`src/rtl/pu_spi_reader_pkg.sv`:
```
// Shared types and constants for the PU result reader: fetch FSM encoding,
// default frame geometry and the CRC-8 step used when PU_SPI_READER_CRC8_EN is set.
package pu_spi_reader_pkg;

  typedef enum logic [2:0] {
    ST_IDLE,
    ST_OE_Q,
    ST_CAP_Q,
    ST_OE_R,
    ST_CAP_R
  } fetch_state_e;

  localparam int DATA_WIDTH_DEF = 32;
  localparam int ATTR_WIDTH_DEF = 4;
  localparam int FRAME_WIDTH    = 2 * (ATTR_WIDTH_DEF + DATA_WIDTH_DEF);

  localparam logic [7:0] CRC8_POLY = 8'h07;

  // One MSB-first CRC-8 shift with the message bit folded into the feedback.
  function automatic logic [7:0] crc8_step(input logic [7:0] crc, input logic din);
    logic fb;
    fb = crc[7] ^ din;
    return fb ? ({crc[6:0], 1'b0} ^ CRC8_POLY) : {crc[6:0], 1'b0};
  endfunction

endpackage

```
`src/rtl/pu_spi_reader_spi_slave_tx.sv`:
```
// Mode-0 SPI slave transmitter: synchronises the master's pins, loads the frame
// on CS fall and shifts it out MSB first on each SCLK fall, then drives zeros.
module spi_slave_tx
  import pu_spi_reader_pkg::*;
#(
  parameter int WIDTH = FRAME_WIDTH
) (
  input  logic             clk_i,
  input  logic             rst_i,
  input  logic [WIDTH-1:0] frame_i,
  input  logic             sclk_i,
  input  logic             cs_i,
  input  logic             mosi_i,
  output logic             miso_o
);

  localparam int CW = $clog2(WIDTH + 1);
  localparam logic [CW-1:0] WIDTH_C = CW'(WIDTH);

  logic [1:0]       sclk_sync_q;
  logic [1:0]       cs_sync_q;
  logic             mosi_meta_q;
  logic             mosi_unused_q;
  logic             sclk_prev_q;
  logic             cs_prev_q;
  logic [WIDTH-1:0] shreg_q;
  logic [CW-1:0]    cnt_q;
  logic             miso_q;

  logic sclk_fall;
  logic cs_fall;
  logic cs_rise;

  assign sclk_fall = sclk_prev_q & ~sclk_sync_q[1];
  assign cs_fall   = cs_prev_q & ~cs_sync_q[1];
  assign cs_rise   = ~cs_prev_q & cs_sync_q[1];

  always_ff @(posedge clk_i) begin
    if (rst_i) begin
      sclk_sync_q   <= 2'b00;
      cs_sync_q     <= 2'b11;
      mosi_meta_q   <= 1'b0;
      mosi_unused_q <= 1'b0;
      sclk_prev_q   <= 1'b0;
      cs_prev_q     <= 1'b1;
    end else begin
      sclk_sync_q   <= {sclk_sync_q[0], sclk_i};
      cs_sync_q     <= {cs_sync_q[0], cs_i};
      mosi_meta_q   <= mosi_i;
      mosi_unused_q <= mosi_meta_q;
      sclk_prev_q   <= sclk_sync_q[1];
      cs_prev_q     <= cs_sync_q[1];
    end
  end

  // cnt_q counts bits already presented on miso; once it reaches WIDTH the line stays low.
  always_ff @(posedge clk_i) begin
    if (rst_i) begin
      shreg_q <= '0;
      cnt_q   <= '0;
      miso_q  <= 1'b0;
    end else if (cs_fall) begin
      shreg_q <= frame_i;
      cnt_q   <= CW'(1);
      miso_q  <= frame_i[WIDTH-1];
    end else if (cs_rise) begin
      cnt_q  <= '0;
      miso_q <= 1'b0;
    end else if (!cs_sync_q[1] && sclk_fall) begin
      shreg_q <= {shreg_q[WIDTH-2:0], 1'b0};
      if (cnt_q < WIDTH_C) begin
        cnt_q  <= cnt_q + CW'(1);
        miso_q <= shreg_q[WIDTH-2];
      end else begin
        miso_q <= 1'b0;
      end
    end
  end

  assign miso_o = miso_q;

endmodule

```
`src/rtl/pu_spi_reader.sv`:
```
// Fetches the PU quotient and remainder into a shadow frame for an external SPI master.
// Define PU_SPI_READER_CRC8_EN to append a CRC-8 byte to the frame.
module pu_spi_reader
  import pu_spi_reader_pkg::*;
#(
  parameter int DATA_WIDTH = DATA_WIDTH_DEF,
  parameter int ATTR_WIDTH = ATTR_WIDTH_DEF,
  parameter int INVALID    = 1
) (
  input  logic                  clk,
  input  logic                  RST,
  input  logic                  snap,
  input  logic [DATA_WIDTH-1:0] pu_data_out,
  input  logic [ATTR_WIDTH-1:0] pu_attr_out,
  output logic                  signal_oe,
  output logic                  res_select,
  output logic                  busy,
  output logic                  frame_valid,
  output logic                  invalid_seen,
  input  logic                  ext_slave_sclk,
  input  logic                  ext_slave_cs,
  input  logic                  ext_slave_mosi,
  output logic                  ext_slave_miso
);

  localparam int HALF = ATTR_WIDTH + DATA_WIDTH;
  localparam int F    = 2 * HALF;
`ifdef PU_SPI_READER_CRC8_EN
  localparam int TX_WIDTH = F + 8;
`else
  localparam int TX_WIDTH = F;
`endif

  fetch_state_e   state_q;
  logic           oe_q;
  logic           sel_q;
  logic           busy_q;
  logic           valid_q;
  logic           invalid_q;
  logic [F-1:0]   shadow_q;
  logic [TX_WIDTH-1:0] tx_frame;

`ifdef PU_SPI_READER_CRC8_EN
  logic [7:0]   crc_q;
  logic [7:0]   crc_next;
  logic [F-1:0] crc_frame;

  // CRC over the complete frame as it will exist after the CAP_R capture.
  always_comb begin
    crc_next  = '0;
    crc_frame = {shadow_q[F-1:HALF], pu_attr_out, pu_data_out};
    for (int i = F - 1; i >= 0; i--) begin
      crc_next = crc8_step(crc_next, crc_frame[i]);
    end
  end

  always_ff @(posedge clk) begin
    if (RST) begin
      crc_q <= '0;
    end else if (state_q == ST_CAP_R) begin
      crc_q <= crc_next;
    end
  end

  assign tx_frame = {shadow_q, crc_q};
`else
  assign tx_frame = shadow_q;
`endif

  // The PU answers one clk after oe/select change, so each CAP state samples the bus.
  always_ff @(posedge clk) begin
    if (RST) begin
      state_q   <= ST_IDLE;
      oe_q      <= 1'b0;
      sel_q     <= 1'b0;
      busy_q    <= 1'b0;
      valid_q   <= 1'b0;
      invalid_q <= 1'b0;
      shadow_q  <= '0;
    end else begin
      case (state_q)
        ST_IDLE: begin
          if (snap) begin
            state_q   <= ST_OE_Q;
            oe_q      <= 1'b1;
            sel_q     <= 1'b0;
            busy_q    <= 1'b1;
            valid_q   <= 1'b0;
            invalid_q <= 1'b0;
          end
        end
        ST_OE_Q: state_q <= ST_CAP_Q;
        ST_CAP_Q: begin
          state_q             <= ST_OE_R;
          sel_q               <= 1'b1;
          shadow_q[F-1:HALF]  <= {pu_attr_out, pu_data_out};
          if (pu_attr_out[INVALID]) invalid_q <= 1'b1;
        end
        ST_OE_R: state_q <= ST_CAP_R;
        ST_CAP_R: begin
          state_q            <= ST_IDLE;
          oe_q               <= 1'b0;
          sel_q              <= 1'b0;
          busy_q             <= 1'b0;
          valid_q            <= 1'b1;
          shadow_q[HALF-1:0] <= {pu_attr_out, pu_data_out};
          if (pu_attr_out[INVALID]) invalid_q <= 1'b1;
        end
        default: state_q <= ST_IDLE;
      endcase
    end
  end

  assign signal_oe    = oe_q;
  assign res_select   = sel_q;
  assign busy         = busy_q;
  assign frame_valid  = valid_q;
  assign invalid_seen = invalid_q;

  spi_slave_tx #(
    .WIDTH(TX_WIDTH)
  ) u_spi_tx (
    .clk_i  (clk),
    .rst_i  (RST),
    .frame_i(tx_frame),
    .sclk_i (ext_slave_sclk),
    .cs_i   (ext_slave_cs),
    .mosi_i (ext_slave_mosi),
    .miso_o (ext_slave_miso)
  );

endmodule
```
`config.mk`:
```
export PLATFORM = sky130hd
export DESIGN_NAME = pu_spi_reader
export DESIGN_NICKNAME = d
export VERILOG_FILES = /design/src/rtl/pu_spi_reader_pkg.sv /design/src/rtl/pu_spi_reader_spi_slave_tx.sv /design/src/rtl/pu_spi_reader.sv
export SDC_FILE = /design/constraint.sdc
export NUM_CORES = 1
export LEC_CHECK = 0
export ABC_CLOCK_PERIOD_IN_PS = 2200
export CORE_UTILIZATION = 55
export CTS_CLUSTER_DIAMETER = 60
export DETAILED_ROUTE_END_ITERATION = 8
export PLACE_DENSITY = 0.82
export SYNTH_ARGS = -nofsm -noshare
export SYNTH_HDL_FRONTEND = slang
export SYNTH_SLANG_ARGS = --single-unit
export TNS_END_PERCENT = 100
```
`constraint.sdc`:
```
create_clock -name clk -period 2.2 [get_ports clk]
set_input_delay 0.44 -clock clk [delete_from_list [all_inputs] [get_ports clk]]
set_output_delay 0.44 -clock clk [all_outputs]
set_load 0.02 [all_outputs]
```
==> results list <==
- The run finished with clean final reports.
* Worst-path clk slew: 0.06 ns
- The count of final hold-check violations was 0.
- Number of instances resized during post-cts repair: 0
- Number of post-CTS setup repair buffers: 0
- From synthesis to final layout, the design area changed by 18.1%.
- Overall Global Routing Usage: 26.1%
* Synth area leader: sky130_fd_sc_hd__dfxtp_1
- CP Launch Type: flip-flop
* Initial standard-cell utilization of the core: 56.3%
* Die outline height: 110 µm
* Layout Cells excl Fill: 967
* Congestion Overflow GR: 0
- Counting tap cells, the placed design contains a total of 937 instances.
- After synthesis the netlist holds a flip-flop and latch count of 164.
* Most common cell in the netlist: sky130_fd_sc_hd__nand2_1
- Final Slew Violations: 0
* Maximum root-to-sink buffer count: 2
- The worst-case IR drop observed on VDD is 0.862 mV.
- Entering global routing, the biggest net connects 82 pins.
* Number of violations reported at the end of detailed-routing iteration 0: 483
- Slew margin rel.: 44.6%
- Setup total negative slack: 0 ns
- In the routed design, unresolved DRC markers number 0.
- Number of violations of the max-capacitance limit: 0
- Uppermost metal layer occupied by signal nets: met4
- Worst skew pair latency: 0.42 ns
- In this run, post-CTS hold repair placed 0 buffers.
- Counting the buffers created by CTS gives 17.
- The routed design has 14,900 µm of wire.
- Leakage: 0.00263 µW
* Most area-consuming cells after synthesis: sky130_fd_sc_hd__dfxtp_1 51%, sky130_fd_sc_hd__nand2_1 17%, sky130_fd_sc_hd__a311oi_1 9.7%
- Counting every net in the synthesized netlist gives 850.
- Yosys cell types: 40
- Metal3 WL: 851 µm
- The endpoint identified for the worst register-to-register timing path is u_spi_tx.shreg_q[54].
- The startpoint identified for the worst hold timing path is u_spi_tx.cs_sync_q[0].
- X dimension of the die: 110 µm
- Post-synth top flop: sky130_fd_sc_hd__dfxtp_1
- The clock arrives with 0.00783 ns of skew.
* Share of post-route cells with drive strength above 1: 6.19%
- Clock tree synthesis selected as its root buffer the cell sky130_fd_sc_hd__clkbuf_16.
- On the final layout, the worst hold slack is 0.410 ns.
- Via density per instance: 5.83
* Instance count of the mapped netlist: 807
- WL/cell: 15.5 µm
* Met2 routed wirelength: 7240 µm
- For this design, the sink count on the clock tree is 164.
* Count of nets after finishing: 856
* Detailed-router iteration count before antenna repair: 5
* Seq/Total Area, Yosys: 51.3%
- Max FO, Critical Path: 74
- For the pin with the worst max-slew slack, the measured transition is 0.831 ns.
- Setup repair after global routing left no endpoint under its margin.
* Routed metal-1 wire length: 6630 µm
- The synthesized netlist occupies a cell area of 6400 µm².
- The initial antenna violation count was 0.
- Die Outline Area: 12,100 µm²
- Based on the critical path, the design can be clocked at up to 471 MHz.
- STA puts the critical path data required time at 2.50 ns.
- The synthesized design devotes to its leading area cell type 51.3% of total area.
- The critical path is of the reg2reg type.
- Across all register-to-register paths, the minimum setup slack is 0.07 ns.
* Worst Hold Depth: 1
* Destination of the worst hold path: u_spi_tx.cs_sync_q[1]
- A synthesized cell averages 7.93 µm².
- The first global-routing pass estimated 24,400 µm of wire.
- Final count of negative-setup-slack endpoints: 0
- In the finished design, the share of the clock period the worst path needs comes to 96.6%.
- Core box area: 11,400 µm²
* Antenna diodes: 0
- Post-route antenna net violation count: 0
- Synth async-reset ratio: 0%
* Number of global-route vias before repair: 5,302
- Depth of the CTS H-tree: 4
- The commonest cells after synthesis are 287 x sky130_fd_sc_hd__nand2_1, 164 x sky130_fd_sc_hd__dfxtp_1, 81 x sky130_fd_sc_hd__a21oi_1.
* Post-DP HPWL: 8370 µm
* Worst-case reg-to-reg path depth: 4
* Worst EP arrival: 2.43 ns
- For this design the top-level I/O count stands at 48.
- Counting I/O delays and the setup requirement, the final critical path takes 2.13 ns.
- R2R Path Start: u_spi_tx.cs_sync_q[1]
* Detailed-route via count: 5,637
* Site row count: 39
- Last weighted congestion value of the routability-driven placer: 0.776
* Number of synthesized flops with an enable pin: 0
- In this run the tool buffered the top-level ports with 46 buffer cells.
- The worst setup path is captured at a flip-flop.
- The min-delay analysis places its worst path in the category reg2reg.
- For this run, the number of Yosys warnings is 0.
- Total power per unit cell area: 929 nW/µm²
- CTS tree: built
## layout make-up
class	count	area [µm²]
Clock buffer	20	467
Timing Repair Buffer	56	583
Multi-Input combinational cell	571	2830
Clock inverter	10	203
Tap cell	143	179
Sequential cell	164	3280
Inverter	3	11.3
Fill cell	912	3820
## flip-flops by register name, indices dropped and copies added (netlist names), 2 cells and up
signal                count
u_spi_tx.cs_sync_q        2
shadow_q                 72
u_spi_tx.cnt_q            7
u_spi_tx.sclk_sync_q      2
u_spi_tx.shreg_q         71
state_q                   3
## worst max-delay path by stage
stage                          startpoint                    to  cells after the start
floorplan           u_spi_tx.cs_sync_q[1]     u_spi_tx.cnt_q[6]                      5
global placement    u_spi_tx.cs_sync_q[1]       u_spi_tx.miso_o                      4
detailed placement  u_spi_tx.cs_sync_q[1]  u_spi_tx.shreg_q[51]                      4
CTS                 u_spi_tx.cs_sync_q[1]  u_spi_tx.shreg_q[54]                      4
global route        u_spi_tx.cs_sync_q[1]  u_spi_tx.shreg_q[54]                      4
finish              u_spi_tx.cs_sync_q[1]  u_spi_tx.shreg_q[54]                      4
## metrics by stage
stage	instance area [µm²]	total power, µW	setup WS (ns)	util [%]
after global routing	7550	7240	0.00776	66.4
after detailed placement	6880	3740	0.227	60.5
final	7550	7020	0.0746	66.4
after floorplan	6400	3540	0.693	-
after CTS	7550	7050	0.132	66.4
after global placement	6880	3710	0.341	60.5
## report_power, final
| group | internal (µW) | switching (µW) | leakage (µW) | total, µW |
|---|---|---|---|---|
| clock | 2200 | 1140 | 0.000328 | 3340 |
| sequential | 3100 | 88.3 | 0.00133 | 3190 |
| combinational | 209 | 281 | 0.000973 | 490 |
| total | 5510 | 1510 | 0.00263 | 7020 |
## per-layer routing
| metal | GRT usage (%) | up-vias |
|---|---|---|
| met5 | 0 | - |
| met3 | 6.82 | 24 |
| met1 | 31.9 | 2680 |
| li1 | - | 2744 |
| met4 | 9.62 | 0 |
| met2 | 44.2 | 189 |
## worst max-delay path, cell delays in order, from the launching register on
cell,delay [ns]
sky130_fd_sc_hd__dfxtp_1,0.47
sky130_fd_sc_hd__or3b_2,0.26
sky130_fd_sc_hd__buf_4,0.66
sky130_fd_sc_hd__nand2_1,0.17
sky130_fd_sc_hd__a311oi_1,0.38
## kinds of logic (layout without fill, tap and decap cells)
logic type	Yosys count	count (layout)	share of synthesized area [%]
xor gates and xnor gates	3	3	0.411
AOI/OAI and AO/OA	163	163	17.3
muxes	1	1	0.156
adders and majority gates	1	1	0.196
DFF	164	164	51.3
buffers and inverters	72	89	4.87
and+or+nand+nor	403	403	25.8
## cells in the final DEF (no fill, tap or decap), drive strengths merged, types with 3 or more instances in the layout
cell / n
o21ai: 3
inv: 3
a311oi: 71
or2: 3
dfxtp: 164
nand4b: 3
a21oi: 81
or3b: 4
nand2b: 5
nor2: 74
nand2: 287
o31ai: 3
nor3b: 3
nor2b: 4
nand3: 5
buf: 11
bufinv: 6
clkbuf: 20
nor3: 5
clkinv: 3
clkdlybuf4s50: 45
Note: power is estimated with default switching activity, not from simulation.
